[src/rtl/mem_port_arbiter_if.sv]
// Bundle of all handshake/bus signals around mem_port_arbiter.
//   if_*  : instruction-fetch requester port (req/addr in, rdata/ack/excpt out)
//   d_*   : data requester port (req/addr/wdata/we in, rdata/ack/excpt out)
//   m_*   : single-ported memory side (req/addr/wdata/we out, rdata/ack/excpt in)
//   busy  : arbiter is serving a transaction
// Modport slave is the arbiter's view; modport master is the environment's view.
interface mem_port_arbiter_if #(
    parameter int unsigned ADDR_W = 30
) ();
    logic              if_req;
    logic [ADDR_W-1:0] if_addr;
    logic [31:0]       if_rdata;
    logic              if_ack;
    logic              if_excpt;

    logic              d_req;
    logic [ADDR_W-1:0] d_addr;
    logic [31:0]       d_wdata;
    logic [3:0]        d_we;
    logic [31:0]       d_rdata;
    logic              d_ack;
    logic              d_excpt;

    logic              m_req;
    logic [ADDR_W-1:0] m_addr;
    logic [31:0]       m_wdata;
    logic [3:0]        m_we;
    logic [31:0]       m_rdata;
    logic              m_ack;
    logic              m_excpt;

    logic              busy;

    modport slave (
        input  if_req, if_addr, d_req, d_addr, d_wdata, d_we, m_rdata, m_ack, m_excpt,
        output if_rdata, if_ack, if_excpt, d_rdata, d_ack, d_excpt,
        output m_req, m_addr, m_wdata, m_we, busy
    );

    modport master (
        output if_req, if_addr, d_req, d_addr, d_wdata, d_we, m_rdata, m_ack, m_excpt,
        input  if_rdata, if_ack, if_excpt, d_rdata, d_ack, d_excpt,
        input  m_req, m_addr, m_wdata, m_we, busy
    );
endinterface

[src/rtl/mem_port_arbiter.sv]
// Two-requester (fetch / data) arbiter in front of one single-ported memory.
// Ports:
//   clk  : clock, rising edge
//   rst  : asynchronous active-high reset
//   bus  : mem_port_arbiter_if.slave carrying requester and memory signals
// One transaction in flight at a time; ties alternate, with fetch winning the
// first tie after reset. A transaction with no memory ack for TIMEOUT cycles
// completes with a fault.
module mem_port_arbiter #(
    parameter int unsigned ADDR_W  = 30,
    parameter int unsigned TIMEOUT = 16
) (
    input  logic                 clk,
    input  logic                 rst,
    mem_port_arbiter_if.slave    bus
);

    typedef enum logic [1:0] {StIdle, StServI, StServD} state_e;

    localparam logic [7:0] TimeoutLast = 8'(TIMEOUT - 1);

    state_e            state_q, state_d;
    logic              last_grant_q, last_grant_d;  // 0 = fetch, 1 = data
    logic [7:0]        cnt_q, cnt_d;
    logic [ADDR_W-1:0] addr_q, addr_d;
    logic [31:0]       wdata_q, wdata_d;
    logic [3:0]        we_q, we_d;
    logic              if_ack_q, if_ack_d;
    logic              d_ack_q, d_ack_d;
    logic [31:0]       if_rdata_q, if_rdata_d;
    logic [31:0]       d_rdata_q, d_rdata_d;
    logic              if_excpt_q, if_excpt_d;
    logic              d_excpt_q, d_excpt_d;
    logic              if_elig, d_elig;

    always_comb begin
        state_d      = state_q;
        last_grant_d = last_grant_q;
        cnt_d        = cnt_q;
        addr_d       = addr_q;
        wdata_d      = wdata_q;
        we_d         = we_q;
        if_ack_d     = 1'b0;
        d_ack_d      = 1'b0;
        if_rdata_d   = if_rdata_q;
        d_rdata_d    = d_rdata_q;
        if_excpt_d   = if_excpt_q;
        d_excpt_d    = d_excpt_q;
        // A requester still holding req during its own ack cycle is a stale request.
        if_elig      = bus.if_req & ~if_ack_q;
        d_elig       = bus.d_req & ~d_ack_q;

        unique case (state_q)
            StIdle: begin
                if (if_elig && (!d_elig || last_grant_q)) begin
                    state_d      = StServI;
                    last_grant_d = 1'b0;
                    cnt_d        = 8'd0;
                    addr_d       = bus.if_addr;
                    wdata_d      = 32'd0;
                    we_d         = 4'b0000;
                end else if (d_elig) begin
                    state_d      = StServD;
                    last_grant_d = 1'b1;
                    cnt_d        = 8'd0;
                    addr_d       = bus.d_addr;
                    wdata_d      = bus.d_wdata;
                    we_d         = bus.d_we;
                end
            end
            StServI: begin
                if (bus.m_ack) begin
                    state_d    = StIdle;
                    if_ack_d   = 1'b1;
                    if_rdata_d = bus.m_rdata;
                    if_excpt_d = bus.m_excpt;
                end else if (cnt_q == TimeoutLast) begin
                    state_d    = StIdle;
                    if_ack_d   = 1'b1;
                    if_rdata_d = 32'd0;
                    if_excpt_d = 1'b1;
                end else begin
                    cnt_d = cnt_q + 8'd1;
                end
            end
            StServD: begin
                if (bus.m_ack) begin
                    state_d   = StIdle;
                    d_ack_d   = 1'b1;
                    d_rdata_d = (we_q == 4'b0000) ? bus.m_rdata : 32'd0;
                    d_excpt_d = bus.m_excpt;
                end else if (cnt_q == TimeoutLast) begin
                    state_d   = StIdle;
                    d_ack_d   = 1'b1;
                    d_rdata_d = 32'd0;
                    d_excpt_d = 1'b1;
                end else begin
                    cnt_d = cnt_q + 8'd1;
                end
            end
            default: state_d = StIdle;
        endcase
    end

    always_ff @(posedge clk or posedge rst) begin
        if (rst) begin
            state_q      <= StIdle;
            last_grant_q <= 1'b1;
            cnt_q        <= 8'd0;
            addr_q       <= '0;
            wdata_q      <= 32'd0;
            we_q         <= 4'b0000;
            if_ack_q     <= 1'b0;
            d_ack_q      <= 1'b0;
            if_rdata_q   <= 32'd0;
            d_rdata_q    <= 32'd0;
            if_excpt_q   <= 1'b0;
            d_excpt_q    <= 1'b0;
        end else begin
            state_q      <= state_d;
            last_grant_q <= last_grant_d;
            cnt_q        <= cnt_d;
            addr_q       <= addr_d;
            wdata_q      <= wdata_d;
            we_q         <= we_d;
            if_ack_q     <= if_ack_d;
            d_ack_q      <= d_ack_d;
            if_rdata_q   <= if_rdata_d;
            d_rdata_q    <= d_rdata_d;
            if_excpt_q   <= if_excpt_d;
            d_excpt_q    <= d_excpt_d;
        end
    end

    // Memory side is driven only from holding registers; zeroed whenever not in use.
    assign bus.m_req    = (state_q != StIdle);
    assign bus.m_addr   = (state_q != StIdle) ? addr_q : '0;
    assign bus.m_wdata  = (state_q == StServD) ? wdata_q : 32'd0;
    assign bus.m_we     = (state_q == StServD) ? we_q : 4'b0000;
    assign bus.busy     = (state_q != StIdle);

    assign bus.if_ack   = if_ack_q;
    assign bus.d_ack    = d_ack_q;
    assign bus.if_rdata = if_rdata_q;
    assign bus.d_rdata  = d_rdata_q;
    assign bus.if_excpt = if_excpt_q;
    assign bus.d_excpt  = d_excpt_q;

endmodule

[src/flat_wrapper.sv]
// flat-port wrapper written by rule: the top's interface ports become plain ports
module mem_port_arbiter_flat 
#(
    parameter int unsigned ADDR_W  = 30,
    parameter int unsigned TIMEOUT = 16
)
  (clk, rst, bus_if_req, bus_if_addr, bus_d_req, bus_d_addr, bus_d_wdata, bus_d_we, bus_m_rdata, bus_m_ack, bus_m_excpt, bus_if_rdata, bus_if_ack, bus_if_excpt, bus_d_rdata, bus_d_ack, bus_d_excpt, bus_m_req, bus_m_addr, bus_m_wdata, bus_m_we, bus_busy);
  mem_port_arbiter_if #(.ADDR_W(ADDR_W)) bus_i ();
  input  logic clk;
  input  logic rst;
  input wire logic [$bits(bus_i.if_req)-1:0] bus_if_req;
  input wire logic [$bits(bus_i.if_addr)-1:0] bus_if_addr;
  input wire logic [$bits(bus_i.d_req)-1:0] bus_d_req;
  input wire logic [$bits(bus_i.d_addr)-1:0] bus_d_addr;
  input wire logic [$bits(bus_i.d_wdata)-1:0] bus_d_wdata;
  input wire logic [$bits(bus_i.d_we)-1:0] bus_d_we;
  input wire logic [$bits(bus_i.m_rdata)-1:0] bus_m_rdata;
  input wire logic [$bits(bus_i.m_ack)-1:0] bus_m_ack;
  input wire logic [$bits(bus_i.m_excpt)-1:0] bus_m_excpt;
  output wire logic [$bits(bus_i.if_rdata)-1:0] bus_if_rdata;
  output wire logic [$bits(bus_i.if_ack)-1:0] bus_if_ack;
  output wire logic [$bits(bus_i.if_excpt)-1:0] bus_if_excpt;
  output wire logic [$bits(bus_i.d_rdata)-1:0] bus_d_rdata;
  output wire logic [$bits(bus_i.d_ack)-1:0] bus_d_ack;
  output wire logic [$bits(bus_i.d_excpt)-1:0] bus_d_excpt;
  output wire logic [$bits(bus_i.m_req)-1:0] bus_m_req;
  output wire logic [$bits(bus_i.m_addr)-1:0] bus_m_addr;
  output wire logic [$bits(bus_i.m_wdata)-1:0] bus_m_wdata;
  output wire logic [$bits(bus_i.m_we)-1:0] bus_m_we;
  output wire logic [$bits(bus_i.busy)-1:0] bus_busy;
  assign bus_i.if_req = bus_if_req;
  assign bus_i.if_addr = bus_if_addr;
  assign bus_i.d_req = bus_d_req;
  assign bus_i.d_addr = bus_d_addr;
  assign bus_i.d_wdata = bus_d_wdata;
  assign bus_i.d_we = bus_d_we;
  assign bus_i.m_rdata = bus_m_rdata;
  assign bus_i.m_ack = bus_m_ack;
  assign bus_i.m_excpt = bus_m_excpt;
  assign bus_if_rdata = bus_i.if_rdata;
  assign bus_if_ack = bus_i.if_ack;
  assign bus_if_excpt = bus_i.if_excpt;
  assign bus_d_rdata = bus_i.d_rdata;
  assign bus_d_ack = bus_i.d_ack;
  assign bus_d_excpt = bus_i.d_excpt;
  assign bus_m_req = bus_i.m_req;
  assign bus_m_addr = bus_i.m_addr;
  assign bus_m_wdata = bus_i.m_wdata;
  assign bus_m_we = bus_i.m_we;
  assign bus_busy = bus_i.busy;
  mem_port_arbiter #(.ADDR_W(ADDR_W), .TIMEOUT(TIMEOUT)) u_core (.clk(clk), .rst(rst), .bus(bus_i));
endmodule
[config.mk]
export PLATFORM = sky130hd
export DESIGN_NAME = mem_port_arbiter_flat
export DESIGN_NICKNAME = d
export VERILOG_FILES = /design/src/rtl/mem_port_arbiter_if.sv /design/src/rtl/mem_port_arbiter.sv /design/src/flat_wrapper.sv
export SDC_FILE = /design/constraint.sdc
export NUM_CORES = 1
export LEC_CHECK = 0
export BUFFER_PORTS_ARGS = -buffer_cell sky130_fd_sc_hd__buf_2
export CORE_MARGIN = 2
export CORE_UTILIZATION = 48
export CTS_CLUSTER_DIAMETER = 150
export DETAILED_ROUTE_END_ITERATION = 10
export PLACE_DENSITY_LB_ADDON = 0.15
export SYNTH_ARGS = -nofsm -noshare
export SYNTH_HDL_FRONTEND = slang
export SYNTH_SLANG_ARGS = --single-unit
[constraint.sdc]
create_clock -name clk -period 5.7 [get_ports clk]
set_clock_uncertainty 0.15 [all_clocks]
set_input_delay 0.855 -clock clk [delete_from_list [all_inputs] [get_ports clk]]
set_output_delay 0.855 -clock clk [all_outputs]
set_load 0.05 [all_outputs]
# Yosys cells after proc, flatten, opt, wreduce, memory -nomap -nowiden
# Cells that the tools add are included.
[classes]
n_mux = 31
n_addsub = 1
reduce_logical = 15
bitwise = 4
n_eq_ne = 7
[ops]
columns = ["operator", "count"]
rows = [
  ["32-bit 2-to-1 mux", 7],
  ["30-bit 2-to-1 mux", 3],
  ["8-bit 2-to-1 mux", 4],
  ["8-bit case mux with 2 select lines", 1],
  ["4-bit 2-to-1 mux", 3],
  ["8-bit by 1-bit adder with 8-bit output, second input constant", 1],
  ["8-bit by 4-bit equality test with 1-bit output, second input constant", 1],
  ["1-bit 2-to-1 mux", 8],
  ["2-bit 2-to-1 mux", 4],
  ["2-bit AND reduction", 4],
  ["2-bit nonzero test", 4],
  ["3-bit by 1-bit inequality test with 1-bit output, second input constant", 2],
  ["4-bit logical NOT", 1],
  ["2-bit inequality test, second input constant", 2],
  ["2-bit case mux with 2 select lines", 1],
  ["4-bit AND reduction", 1],
  ["1-bit AND", 2],
  ["2-bit by 1-bit equality test with 1-bit output, second input constant", 1],
  ["2-bit equality test, second input constant", 1],
  ["2-bit logical NOT", 1],
  ["1-bit inverter", 2],
  ["2-bit OR reduction", 1],
  ["1-bit logical AND", 1],
  ["1-bit logical NOT", 1],
  ["1-bit logical OR", 1],
]
[word_totals]
output_inout_bits = 136
inputBits = 134
ff_bits = 145

# Depth between registers and ports, before layout
[depth]
word_depth = 7
ltp_mapped = 9
depth_no_buf = 6

# Least setup slack after synthesis
# OpenSTA, ideal clock, no wires.
[synth_path]
kind = "reg-to-output"
startpoint = "register u_core.state_q[0]"
endpoint = "output port bus_m_addr[0]"
arrival_time_ns = 1.569
n_path_buf = 1
stages_incl_launch_ff = 5
path_slack_ns = 3.126
t_required_ns = 4.695
cell_sequence = "dfrtp_1 -> inv_1 -> ha_1 -> clkbuf_1 -> nor2b_1"
[synth_between]
elab_chain_cells = 2
[synth_rtl]
columns = ["element", "line", "text"]
rows = [
  ["start: declaration", "mem_port_arbiter.sv:22", "state_e state_q, state_d;"],
  ["start signal: assignment", "mem_port_arbiter.sv:107", "state_q <= StIdle;"],
  ["start signal: assignment", "mem_port_arbiter.sv:120", "state_q <= state_d;"],
  ["2-bit nonzero test", "mem_port_arbiter.sv:137", "assign bus.m_addr = (state_q != StIdle) ? addr_q : '0;"],
  ["30-bit 2-to-1 mux", "mem_port_arbiter.sv:137", ""],
  ["end: declaration", "flat_wrapper.sv:27", "output wire logic [$bits(bus_i.m_addr)-1:0] bus_m_addr;"],
]
# No other way between the ends.

# Worst setup path after layout
[layout_path]
startpoint = "register u_core.state_q[0]"
endpoint = "output port bus_m_wdata[9]"
[layout_between]
elab_chain_cells = 2
[layout_rtl]
columns = ["element", "line", "text"]
rows = [
  ["2-bit equality test", "mem_port_arbiter.sv:138", "assign bus.m_wdata = (state_q == StServD) ? wdata_q : 32'd0;"],
  ["32-bit 2-to-1 mux", "mem_port_arbiter.sv:138", ""],
  ["end: declaration", "flat_wrapper.sv:28", "output wire logic [$bits(bus_i.m_wdata)-1:0] bus_m_wdata;"],
]
# No other way between the ends.

==> flow_summary_export.csv <==
group,metric,value,unit
sta,setup_viol,0,
global_route,grt_pass1_vias,5517,
synthesis,syn_inst,588,
final_layout,fin_util,0.637,
place,port_buffers,269,
synthesis,synth_area_leaders,"dfrtp_1 (56%), o21ai_0 (5.4%), a22o_1 (5.3%)",
synthesis,syn_area,6440,um2
routing,wl_per_cell,16.7,um
synthesis,synth_commonest_cells,"dfrtp_1 (144), o21ai_0 (69), clkbuf_1 (42)",
power_and_ir_drop,clkPwrFrac,0.179,
final_layout,syn_to_final_growth,30.4,%
critical_path,rr_worst_depth,9,
sta,whs,0.320,ns
critical_path,required,4.70,ns
final_layout,drive_gt1_frac,0.382,
power_and_ir_drop,pwr-share-comb,0.518,
sta,fin_ws,2.39,ns
worst_hold_path,min_path_type,"reg -> reg",
clock_network,numCtsBuffers,17,
clock_network,cts_tree,"done",
final_layout,regArea,3630,um2
synthesis,synth_warnings,0,
synthesis,yosysMostFrequentCell,"dfrtp_1",
floorplanning,die_width,120,um
critical_path,slowest_stage,"buf_4",
critical_path,end_kind,"output pin",
place,gp_congestion,0.824,
critical_path,worstSetupStartpoint,"u_core.state_q[0]",
power_and_ir_drop,power.switching,2.94,mW
clock_network,insertion_delay,0.42,ns
routing,drt_iter0_markers,340,
routing,firstDrtPassIters,4,
clock_network,post_cts_resized,0,
clock_network,cts_root_buf,"clkbuf_16",
final_layout,n_fill_cell,1098,
sta,rsz0062_at_grt,"false",
critical_path,path_max_fanout,44,
power_and_ir_drop,sequentialPowerShare,0.303,
floorplanning,core_area,13200,um2
routing,drt_wl_total,17.1,mm
sta,finalCritPeriodShare,0.581,
critical_path,arrival,2.30,ns
clock_network,htree_levels,4,
sta,hold_viol_final,0,
power_and_ir_drop,p_per_area,688,nW/um2
critical_path,reg2reg_from,"u_core.state_q[0]",
job,drv_cap,0,
place,place_hpwl,11.7,mm
routing,routed_via_density,5.45,
synthesis,yosys.cell_types.count,38,
synthesis,avgSynthCellArea,11.0,um2
synthesis,synth_seq_area_share,0.563,
global_route,grt_pass1_wl,27.4,mm
clock_network,clock_sinks,145,
final_layout,fin_nets,969,
critical_path,start_kind,"flop",
synthesis,ys_seq_elements,145,
critical_path,critPathMaxStageDelay,0.48,ns
floorplanning,ioPinCount,270,
routing,drc,0,
power_and_ir_drop,p_int,2.85,mW
synthesis,ys.flop_type,"dfrtp_1",
sta,final-max-slew-violation-count,0,
clock_network,cts_setup_buffers,0,
critical_path,endpoint,"bus_m_wdata[9]",
sta,max_freq,302,MHz
place,detailedPlace.worstSlack,2.77,ns
sta,tightest_slew,1.18,ns
power_and_ir_drop,p_leak,4.32,nW
critical_path,r2r_setup_slack,2.94,ns
global_route,grt.overflow.total,0,
final_layout,multi_input_area,2440,um2
floorplanning,num_rows,42,
run_status,status,"finished clean",
synthesis,async_flop_share,1.00,
critical_path,r2r_end,"u_core.wdata_q[13]",
clock_network,clk_pin_slew,0.06,ns
floorplanning,dieArea,14400,um2
synthesis,synth_edf_count,0,
synthesis,synth_top_area_share,0.559,
critical_path,crit_type,"reg -> out",
critical_path,path_cells,"inv_1, ha_2, buf_4, and2_1, buf_2",
global_route,antenna_found_initial,1,
sta,maxSlewHeadroom,0.211,
routing,postRouteAntennaNets,0,
power_and_ir_drop,vdd_drop_max,0.302,mV
floorplanning,start_util,0.489,
clock_network,ctsHoldBuffers,0,
sta,period_minus_slack,3.31,ns
power_and_ir_drop,switching_share,0.508,
global_route,grtUsageTotal,0.242,
global_route,grt_max_degree,99,
sta,setup_tns,0,ns
routing,via_count,5569,
clock_network,clockBufferDepth,2,
synthesis,yosys.area.top_type,"dfrtp_1",
floorplanning,die_height,120,um
synthesis,syn-num-nets,726,
-- worst max-delay path, delay by kind of cell (launching register included) --
kind          cells  cell delay [ns]
fa+ha+maj         1             0.44
simple gates      1             0.21
buf+inv           3             0.83
flops             1             0.39
-- area by class of cell --
type | instances | share of cell area
Antenna cell | 1 | 0.000298
Sequential cell | 145 | 0.432
Tap cell | 176 | 0.0262
Timing Repair Buffer | 278 | 0.168
Inverter | 38 | 0.0176
Clock inverter | 14 | 0.0146
Clock buffer | 18 | 0.0510
Multi-Input combinational cell | 351 | 0.290
-- per-layer routing --
layer,part of all wire,vias to the layer above,GRT usage,routed length [um]
li1,-,2586,-,-
met1,0.42,2727,0.309,7090
met2,0.49,226,0.395,8420
met3,0.066,30,0.0623,1130
met4,0.024,0,0.101,412
met5,0,-,0,0
-- cells in the final DEF, fill, tap and decap left out, types with 2 or more instances in the layout --
| master | n |
|---|---|
| a22o_1 | 39 |
| nor2_1 | 2 |
| nand3b_1 | 2 |
| o22a_1 | 2 |
| inv_6 | 5 |
| clkbuf_16 | 17 |
| or2_2 | 2 |
| clkinv_2 | 2 |
| buf_2 | 269 |
| nand2b_1 | 5 |
| a211o_1 | 2 |
| a32o_1 | 33 |
| and3_1 | 2 |
| inv_1 | 37 |
| nand2_1 | 36 |
| buf_4 | 9 |
| o211ai_1 | 3 |
| mux2i_1 | 30 |
| nand3_1 | 4 |
| and2_1 | 37 |
| o21ai_0 | 69 |
| ha_1 | 3 |
| clkinv_4 | 5 |
| nor2b_1 | 32 |
| dfrtp_1 | 144 |
| inv_8 | 3 |
| nand4_1 | 33 |
-- sequential cells by signal, summed over array words and instances, names as in the netlist --
name / flops
u_core.addr_q: 30
u_core.bus.d_ack: 1
u_core.bus.d_excpt: 1
u_core.bus.d_rdata: 32
u_core.bus.if_ack: 1
u_core.bus.if_excpt: 1
u_core.bus.if_rdata: 32
u_core.cnt_q: 8
u_core.last_grant_q: 1
u_core.state_q: 2
u_core.wdata_q: 32
u_core.we_q: 4
-- metrics by stage --
| stage | power, mW | area (um2) | instances |
|---|---|---|---|
| floorplan | 4.05 | 6440 | 588 |
| global placement | 4.70 | 7850 | 988 |
| detailed placement | 4.77 | 7850 | 988 |
| CTS | 5.82 | 8400 | 1020 |
| global route | 6.10 | 8410 | 1021 |
| finish | 5.79 | 8410 | 1021 |
-- logic make-up after synthesis --
kind of cell,Yosys count,synth area share
compound gates,154,0.178
fa+ha+maj,4,0.00777
buf+inv,92,0.0600
simple gates,162,0.143
mux,31,0.0483
flops,145,0.563
-- worst min-delay path by stage --
stage | from | end | slack [ns] | depth (start not counted)
6_report | u_core.addr_q[29] | u_core.addr_q[29] | 0.32 | 2
5_1_grt | u_core.addr_q[4] | u_core.addr_q[4] | 0.34 | 2
4_1_cts | u_core.addr_q[4] | u_core.addr_q[4] | 0.33 | 2
3_5_place_dp | u_core.addr_q[29] | u_core.addr_q[29] | 0.31 | 2
3_3_place_gp | u_core.addr_q[11] | u_core.addr_q[11] | 0.31 | 2
2_1_floorplan | u_core.addr_q[0] | u_core.addr_q[0] | 0.29 | 2
-- power by group through the flow --
stage                     Clock, mW  Sequential, mW  Combinational, mW
after floorplan                   0            2.47               1.58
after global placement            0            1.74               2.96
after detailed placement          0            1.76               3.01
after CTS                      1.06            1.75               3.01
after global routing           1.11            1.81               3.18
final                          1.04            1.75               3.00
(Power assumes the default switching activity.)
